<file path="config.mk">
export PLATFORM = sky130hd
export DESIGN_NAME = uart_rx_deframer
export DESIGN_NICKNAME = d
export VERILOG_FILES = /design/src/rtl/uart_pkg.sv /design/src/rtl/uart_rx_tick.sv /design/src/rtl/uart_rx_deframer.sv
export SDC_FILE = /design/constraint.sdc
export NUM_CORES = 1
export LEC_CHECK = 0
export ABC_AREA = 1
export BUFFER_PORTS_ARGS = -buffer_cell sky130_fd_sc_hd__buf_2
export CAP_MARGIN = 10
export CORE_UTILIZATION = 61
export CTS_CLUSTER_DIAMETER = 30
export DETAILED_ROUTE_END_ITERATION = 10
export PLACE_DENSITY_LB_ADDON = 0.25
export SKIP_LAST_GASP = 1
export SLEW_MARGIN = 20
export SYNTH_ARGS = -nofsm -noshare
export SYNTH_HDL_FRONTEND = slang
export SYNTH_SLANG_ARGS = --single-unit
</file>
<file path="constraint.sdc">
create_clock -name clk -period 2.2 [get_ports clk]
set_input_delay 0.11 -clock clk [delete_from_list [all_inputs] [get_ports clk]]
set_output_delay 0.11 -clock clk [all_outputs]
set_load 0.05 [all_outputs]
</file>
<file path="src/rtl/uart_pkg.sv">
// Shared UART definitions: frame width, receiver state encoding and the
// clock divider calculation used by the receiver (and a future transmitter).
package uart_pkg;

    localparam int DATA_BITS = 8;

    typedef enum logic [2:0] {
        IDLE,
        START,
        DATA,
        STOP,
        BREAK
    } rx_state_t;

    // True when the clock divides evenly into BAUD*OVERSAMPLE ticks and the
    // oversample ratio leaves room for a 3-point mid-bit vote.
    function automatic bit div_params_ok(input int clk_hz, input int baud, input int os);
        int bit_clk;
        bit_clk = baud * os;
        return (os >= 4) && (os % 2 == 0) && (bit_clk > 0) &&
               (bit_clk <= clk_hz) && (clk_hz % bit_clk == 0);
    endfunction

    function automatic int calc_div(input int clk_hz, input int baud, input int os);
        if (baud * os <= 0) begin
            return 1;
        end
        return clk_hz / (baud * os);
    endfunction

endpackage

</file>
<file path="src/rtl/uart_rx_tick.sv">
// Oversample tick divider: one-cycle tick every DIV clocks, with a
// synchronous restart so the tick phase can be aligned to a line edge.
module uart_rx_tick #(
    parameter int DIV = 1
) (
    input  logic clk,
    input  logic reset,
    input  logic i_restart,
    output logic o_tick
);

    localparam int CW = (DIV > 1) ? $clog2(DIV) : 1;
    localparam logic [CW-1:0] LAST = CW'(DIV - 1);

    logic [CW-1:0] r_cnt;

    assign o_tick = (r_cnt == LAST);

    always_ff @(posedge clk) begin
        if (reset || i_restart) begin
            r_cnt <= '0;
        end else if (o_tick) begin
            r_cnt <= '0;
        end else begin
            r_cnt <= r_cnt + CW'(1);
        end
    end

endmodule

</file>
<file path="src/rtl/uart_rx_deframer.sv">
// 8N1 UART receiver: synchronizes rxd, recovers frames with a 3-sample
// mid-bit majority vote and hands bytes out on a valid/ready interface.
module uart_rx_deframer
    import uart_pkg::*;
#(
    parameter int CLK_FREQUENCY = 96_000_000,
    parameter int BAUD          = 12_000_000,
    parameter int OVERSAMPLE    = 8
) (
    input  logic                 clk,
    input  logic                 reset,
    input  logic                 rxd,
    output logic [DATA_BITS-1:0] data_out,
    output logic                 data_valid,
    input  logic                 data_ready,
    output logic                 frame_err,
    output logic                 overrun,
    output logic                 busy
);

    localparam int DIV = calc_div(CLK_FREQUENCY, BAUD, OVERSAMPLE);
    localparam int M   = OVERSAMPLE / 2;
    localparam int TW  = $clog2(OVERSAMPLE);
    localparam int BW  = $clog2(DATA_BITS);

    if (!div_params_ok(CLK_FREQUENCY, BAUD, OVERSAMPLE)) begin : g_bad_params
        $error("uart_rx_deframer: need integer CLK_FREQUENCY/(BAUD*OVERSAMPLE) >= 1, OVERSAMPLE even and >= 4");
    end

    logic [1:0]           r_sync;
    logic                 r_rxd_prev;
    rx_state_t            r_state;
    logic [TW-1:0]        r_tick_cnt;
    logic [BW-1:0]        r_bit_cnt;
    logic [DATA_BITS-1:0] r_shift;
    logic                 r_samp_a;
    logic                 r_samp_b;
    logic                 r_frame_err;
    logic [DATA_BITS-1:0] r_data;
    logic                 r_valid;
    logic                 r_overrun;

    logic w_rxd_s;
    logic w_start_edge;
    logic w_tick;
    logic w_majority;
    logic w_decide;
    logic w_bit_end;
    logic w_commit;

    assign w_rxd_s = r_sync[1];

    always_ff @(posedge clk) begin
        if (reset) begin
            r_sync     <= 2'b11;
            r_rxd_prev <= 1'b1;
        end else begin
            r_sync     <= {r_sync[0], rxd};
            r_rxd_prev <= w_rxd_s;
        end
    end

    assign w_start_edge = (r_state == IDLE) && r_rxd_prev && !w_rxd_s;

    uart_rx_tick #(.DIV(DIV)) u_tick (
        .clk       (clk),
        .reset     (reset),
        .i_restart (w_start_edge),
        .o_tick    (w_tick)
    );

    // The edge-detect cycle is tick 0 of the start bit; the vote uses the two
    // stored samples plus the live sample at tick M+1.
    assign w_majority = (r_samp_a & r_samp_b) | (r_samp_a & w_rxd_s) | (r_samp_b & w_rxd_s);
    assign w_decide   = w_tick && (r_tick_cnt == TW'(M + 1));
    assign w_bit_end  = w_tick && (r_tick_cnt == TW'(OVERSAMPLE - 1));
    assign w_commit   = (r_state == STOP) && w_decide && w_majority;

    always_ff @(posedge clk) begin
        if (reset) begin
            r_state     <= IDLE;
            r_tick_cnt  <= '0;
            r_bit_cnt   <= '0;
            r_shift     <= '0;
            r_samp_a    <= 1'b1;
            r_samp_b    <= 1'b1;
            r_frame_err <= 1'b0;
        end else begin
            r_frame_err <= 1'b0;
            if ((r_state == START || r_state == DATA || r_state == STOP) && w_tick) begin
                if (r_tick_cnt == TW'(M - 1)) r_samp_a <= w_rxd_s;
                if (r_tick_cnt == TW'(M))     r_samp_b <= w_rxd_s;
                r_tick_cnt <= w_bit_end ? '0 : r_tick_cnt + TW'(1);
            end
            case (r_state)
                IDLE: begin
                    if (w_start_edge) begin
                        r_state    <= START;
                        r_tick_cnt <= TW'(1);
                        r_bit_cnt  <= '0;
                    end
                end
                START: begin
                    if (w_decide && w_majority) begin
                        r_state <= IDLE;
                    end else if (w_bit_end) begin
                        r_state <= DATA;
                    end
                end
                DATA: begin
                    if (w_decide) begin
                        r_shift <= {w_majority, r_shift[DATA_BITS-1:1]};
                    end
                    if (w_bit_end) begin
                        if (r_bit_cnt == BW'(DATA_BITS - 1)) begin
                            r_state <= STOP;
                        end else begin
                            r_bit_cnt <= r_bit_cnt + BW'(1);
                        end
                    end
                end
                STOP: begin
                    if (w_decide) begin
                        if (w_majority) begin
                            r_state <= IDLE;
                        end else begin
                            r_frame_err <= 1'b1;
                            r_state     <= BREAK;
                        end
                    end
                end
                BREAK: begin
                    if (w_rxd_s) r_state <= IDLE;
                end
                default: r_state <= IDLE;
            endcase
        end
    end

    // A byte landing in the same cycle as a handshake replaces the old one.
    always_ff @(posedge clk) begin
        if (reset) begin
            r_data    <= '0;
            r_valid   <= 1'b0;
            r_overrun <= 1'b0;
        end else begin
            r_overrun <= 1'b0;
            if (w_commit) begin
                if (!r_valid || data_ready) begin
                    r_data  <= r_shift;
                    r_valid <= 1'b1;
                end else begin
                    r_overrun <= 1'b1;
                end
            end else if (r_valid && data_ready) begin
                r_valid <= 1'b0;
            end
        end
    end

    assign data_out   = r_data;
    assign data_valid = r_valid;
    assign frame_err  = r_frame_err;
    assign overrun    = r_overrun;
    assign busy       = (r_state != IDLE);

endmodule

</file>
==> impl_results.html <==
<table>
<tr><th>Metric</th><th>Value</th></tr>
<tr><th colspan="2">Placement</th></tr>
<tr><td>Setup Slack @ Placement</td><td>582 ps</td></tr>
<tr><td>Placed wire-length estimate</td><td>about 2.1 mm</td></tr>
<tr><td>Number of input and output port buffers inserted</td><td>15</td></tr>
<tr><td>Final weighted congestion in routability-driven placement</td><td>0.905</td></tr>
<tr><td>Placed cell areas</td><td>around 1600 um^2</td></tr>
<tr><th colspan="2">Detailed routing</th></tr>
<tr><td>Via count</td><td>roughly 1,300</td></tr>
<tr><td>Pre-Repair DR Iteration Count</td><td>4</td></tr>
<tr><td>Number of design-rule violations left by the first detailed-router iteration</td><td>37</td></tr>
<tr><td>DRC Markers</td><td>0</td></tr>
<tr><td>Highest routed layer</td><td>met4</td></tr>
<tr><td>Avg WL per Cell</td><td>approximately 11 um</td></tr>
<tr><td>Antenna-violating nets left</td><td>0</td></tr>
<tr><td>Met3 wire length</td><td>148 um</td></tr>
<tr><td>Ratio of routed vias to standard cells</td><td>around 5.4</td></tr>
<tr><td>Met2 layer wire length in the routed design</td><td>approximately 1.4 mm</td></tr>
<tr><td>Routed metal-1 wire length</td><td>approximately 1.3 mm</td></tr>
<tr><td>Total wire length after detailed routing</td><td>around 2.9 mm</td></tr>
<tr><th colspan="2">Min path</th></tr>
<tr><td>Min-Delay Path Class</td><td>in2reg</td></tr>
<tr><th colspan="2">GRT</th></tr>
<tr><td>Number of antenna violations at the first check in global routing</td><td>0</td></tr>
<tr><td>Wire length of the first global-routing pass</td><td>around 4.8 mm</td></tr>
<tr><td>Maximum number of pins on one net before global-route repair</td><td>18</td></tr>
<tr><td>Overall Global Routing Usage</td><td>between 20% and 30%</td></tr>
<tr><td>Vias in the first global route</td><td>roughly 1,200</td></tr>
<tr><td>Total overflow reported by the global router</td><td>0</td></tr>
<tr><th colspan="2">Synth</th></tr>
<tr><td>Sequential area share after synthesis</td><td>between 40 and 50%</td></tr>
<tr><td>Flip-flop and latch count after synthesis</td><td>34</td></tr>
<tr><td>Yosys warning total</td><td>0</td></tr>
<tr><td>Nets in the synthesized netlist</td><td>between 200 and 250</td></tr>
<tr><td>Cell count after synthesis</td><td>roughly 200</td></tr>
<tr><td>Combined area of all synthesized cells</td><td>~1500 um^2</td></tr>
<tr><td>Average cell area after synthesis</td><td>approximately 7.5 um^2</td></tr>
<tr><td>Number of enable-type register cells in the synthesized netlist</td><td>0</td></tr>
<tr><td>Main flop type after synthesis</td><td>dfxtp_1</td></tr>
<tr><td>Count of cell types in the netlist</td><td>24</td></tr>
<tr><td>Async S/R FF share, synth</td><td>0%</td></tr>
<tr><th colspan="2">Pwr</th></tr>
<tr><td>Cell leakage power</td><td>a little over 0.8 nW</td></tr>
<tr><td>Worst vdd rail ir drop</td><td>about 1.0 mV</td></tr>
<tr><td>Power density normalized to cell area</td><td>about 1100 nW/um^2</td></tr>
<tr><th colspan="2">Setup path</th></tr>
<tr><td>Worst R2R Path Depth</td><td>9</td></tr>
<tr><td>Critical-path top delay cell</td><td>dfxtp_1</td></tr>
<tr><td>Worst path bufs/invs</td><td>1</td></tr>
<tr><td>Max incr delay on CP</td><td>330 ps</td></tr>
<tr><td>Largest delay share family, worst path</td><td>simple AND/OR/NAND/NOR gates</td></tr>
<tr><td>Data required time of the critical path</td><td>2440 ps</td></tr>
<tr><td>Critical register-to-register path endpoint</td><td>data_out[2]</td></tr>
<tr><td>Ordered cell list for the critical path</td><td>inv_1 &gt; ha_1 &gt; nand2_1 &gt; nor2_1 &gt; nand3_2 &gt; nor2_4 &gt; nand2_2 &gt; nand2_1 &gt; a21oi_1</td></tr>
<tr><td>Slack of the worst reg-to-reg path</td><td>580 ps</td></tr>
<tr><td>Critical Path Sink Type</td><td>flop</td></tr>
<tr><td>Launching element type of the critical path</td><td>flop</td></tr>
<tr><td>Critical path start-end classification</td><td>reg2reg</td></tr>
<tr><td>Startpoint of the lowest-slack register-to-register path</td><td>r_tick_cnt[1]</td></tr>
<tr><td>Most repeated library cell on the critical path</td><td>nand2_1</td></tr>
<tr><td>Max Fanout on Critical Path</td><td>10</td></tr>
<tr><td>Data arrival time at the worst-slack endpoint</td><td>around 1900 ps</td></tr>
<tr><td>Critical Path Source</td><td>r_tick_cnt[1]</td></tr>
<tr><td>Capture point of the critical path</td><td>data_out[2]</td></tr>
<tr><td>Critical Path Stages</td><td>9</td></tr>
<tr><th colspan="2">Layout</th></tr>
<tr><td>Area of the multi-input gates</td><td>roughly 740 um^2</td></tr>
<tr><td>Flip-flop and latch area</td><td>681 um^2</td></tr>
<tr><td>Ant diodes</td><td>0</td></tr>
<tr><td>Area added between synthesis and finish</td><td>11.1%</td></tr>
<tr><td>Total number of nets in the final design</td><td>approximately 230</td></tr>
<tr><td>Number of inserted filler cells in the final layout</td><td>about 180</td></tr>
<tr><td>Share of post-route cells with drive strength above 1</td><td>between 10% and 20%</td></tr>
<tr><td>Final std cell area, no fill</td><td>between 1500 and 2000 um^2</td></tr>
<tr><td>Final core utilization</td><td>around three quarters</td></tr>
<tr><th colspan="2">Floorplanning</th></tr>
<tr><td>Rows</td><td>17</td></tr>
<tr><td>Area of the die</td><td>around 2700 um^2</td></tr>
<tr><td>Vertical extent of the die</td><td>between 50 and 60 um</td></tr>
<tr><td>Starting Density</td><td>66.8%</td></tr>
<tr><td>Ports placed on the boundary</td><td>16</td></tr>
<tr><td>Horizontal die dimension</td><td>just over 50 um</td></tr>
<tr><td>Placeable Area</td><td>between 2000 and 2500 um^2</td></tr>
<tr><th colspan="2">CTS</th></tr>
<tr><td>Maximum buffer depth of the clock tree</td><td>2</td></tr>
<tr><td>Clock latency at the later pin of the worst-skew pair</td><td>roughly 350 ps</td></tr>
<tr><td>H-Tree Depth</td><td>2</td></tr>
<tr><td>CTS sink cnt</td><td>34</td></tr>
<tr><td>Root Buffer</td><td>clkbuf_4</td></tr>
<tr><td>Num CTS Buffers</td><td>5</td></tr>
<tr><td>TritonCTS clock tree</td><td>done</td></tr>
<tr><td>Clk slew on worst S/H paths</td><td>100 ps</td></tr>
<tr><th colspan="2">Run</th></tr>
<tr><td>Max-cap violations</td><td>0</td></tr>
<tr><th colspan="2">STA</th></tr>
<tr><td>Slack of the critical path</td><td>577 ps</td></tr>
<tr><td>Crit path time final</td><td>about 1600 ps</td></tr>
<tr><td>Number of endpoints failing setup at the final stage</td><td>0</td></tr>
<tr><td>Total negative slack for setup checks</td><td>0 ps</td></tr>
<tr><td>Endpoints failing hold</td><td>0</td></tr>
<tr><td>Setup Skew</td><td>between 9 and 10 ps</td></tr>
<tr><td>FMAX</td><td>approximately 600 MHz</td></tr>
<tr><td>Final number of max-transition violations</td><td>0</td></tr>
<tr><td>Final Cycle Share</td><td>73.8%</td></tr>
<tr><td>RSZ-0062 raised after global routing</td><td>no</td></tr>
<tr><th colspan="2">Outcome</th></tr>
<tr><td>Status</td><td>finished, final reports clean</td></tr>
</table>
==> repair_timing <==
item / 4_1_cts / 5_1_grt
buffers inserted: 0 / 0
endpoints found under the hold margin: 1 / 0
hold buffers: 1 / 0
gates resized for setup: 0 / 0
==> state kept, by name, summed over array words and instances, names as in the netlist <==
signal	cells
r_bit_cnt	3
r_samp_a	1
r_samp_b	1
r_sync	2
data_valid	1
r_shift	8
r_rxd_prev	1
r_tick_cnt	3
overrun	1
data_out	8
r_state	3
u_tick.r_cnt	1
frame_err	1
==> how the worst min path moves through the flow <==
stage	startpoint	end	slack, ps	depth (start not counted)
6_report	reset	data_out[6]	120	2
5_1_grt	reset	data_out[7]	140	2
4_1_cts	reset	data_out[4]	120	2
3_5_place_dp	rxd	r_sync[0]	300	2
3_3_place_gp	rxd	r_sync[0]	290	2
2_1_floorplan	rxd	r_sync[0]	210	1
==> cell usage in the layout, fill, tap and decap left out <==
cell type and n:
clkbuf_4 5, nor3_1 2, inv_1 19, nand3_1 16, nor3_4 1, nand2_2 1
clkinvlp_4 1, o21ai_0 6, nor2_4 2, a21oi_2 1, a211oi_1 2, dfxtp_1 34
a31oi_1 1, a21oi_1 14, nand2_1 42, clkinv_2 1, inv_2 4, o211ai_1 1
or2_2 2, o21ai_1 6, clkbuf_8 1, nand4_1 1, buf_2 15, nor2_1 31
nor2_2 2, conb_1 1, ha_1 7, dlygate4sd3_1 1, nand3_2 4
==> synth_stat cells, types with 2 or more instances <==
library cell | count | share of area, %
nand2_1 | 42 | 10
dfxtp_1 | 34 | 45
nor2_1 | 31 | 7.6
inv_1 | 19 | 4.7
nand3_1 | 16 | 5.3
a21oi_1 | 14 | 4.6
ha_1 | 7 | 5.8
o21ai_0 | 6 | 2.0
o21ai_1 | 6 | 2.0
clkbuf_1 | 4 | 0.99
inv_2 | 4 | 0.99
nand3_2 | 4 | 2.6
a211oi_1 | 2 | 0.99
nor2_2 | 2 | 0.82
nor2_4 | 2 | 1.5
nor3_1 | 2 | 0.66
or2_2 | 2 | 0.82
==> through the flow <==
stage / power, W / hold slack (ps) / cells
after floorplan: 0.00136 / 214 / 204
after global placement: 0.00146 / 291 / 243
after detailed placement: 0.00151 / 296 / 243
after CTS: 0.00186 / 116 / 252
after global routing: 0.00201 / 136 / 252
final: 0.00186 / 123 / 252
==> layout make-up <==
cell class / count / share of cell area [%]
clock buffer: 6 / 3.03
clock inverter: 2 / 0.740
inverter: 23 / 5.11
multi-input combinational: 143 / 43.7
sequential: 34 / 40.3
tap: 28 / 2.07
timing repair buffer: 16 / 5.03
==> power by group <==
group	switching (W)	internal (W)	total [W]	leakage, nW
clock	0.000206	0.000153	0.000359	0.0343
combinational	0.000491	0.000235	0.000726	0.495
sequential	0.0000872	0.000687	0.000774	0.276
==> kinds of logic (layout without fill, tap and decap cells) <==
family                     after synthesis  count (layout)  synth area share (%)
AOI/OAI and AO/OA                       31              31                  11.0
adders and majority gates                7               7                  5.76
buffers and inverters                   27              47                  6.66
DFF                                     34              34                  44.7
other                                    1               1                 0.246
and+or+nand+nor                        104             104                  31.6
==> metal layers <==
layer / vias to the layer above / GRT usage, %
li1: 696 / -
met4: 0 / 13.1
met1: 609 / 25.4
met5: - / 0
met2: 37 / 43.6
met3: 7 / 9.06
(Power assumes the default switching activity.)
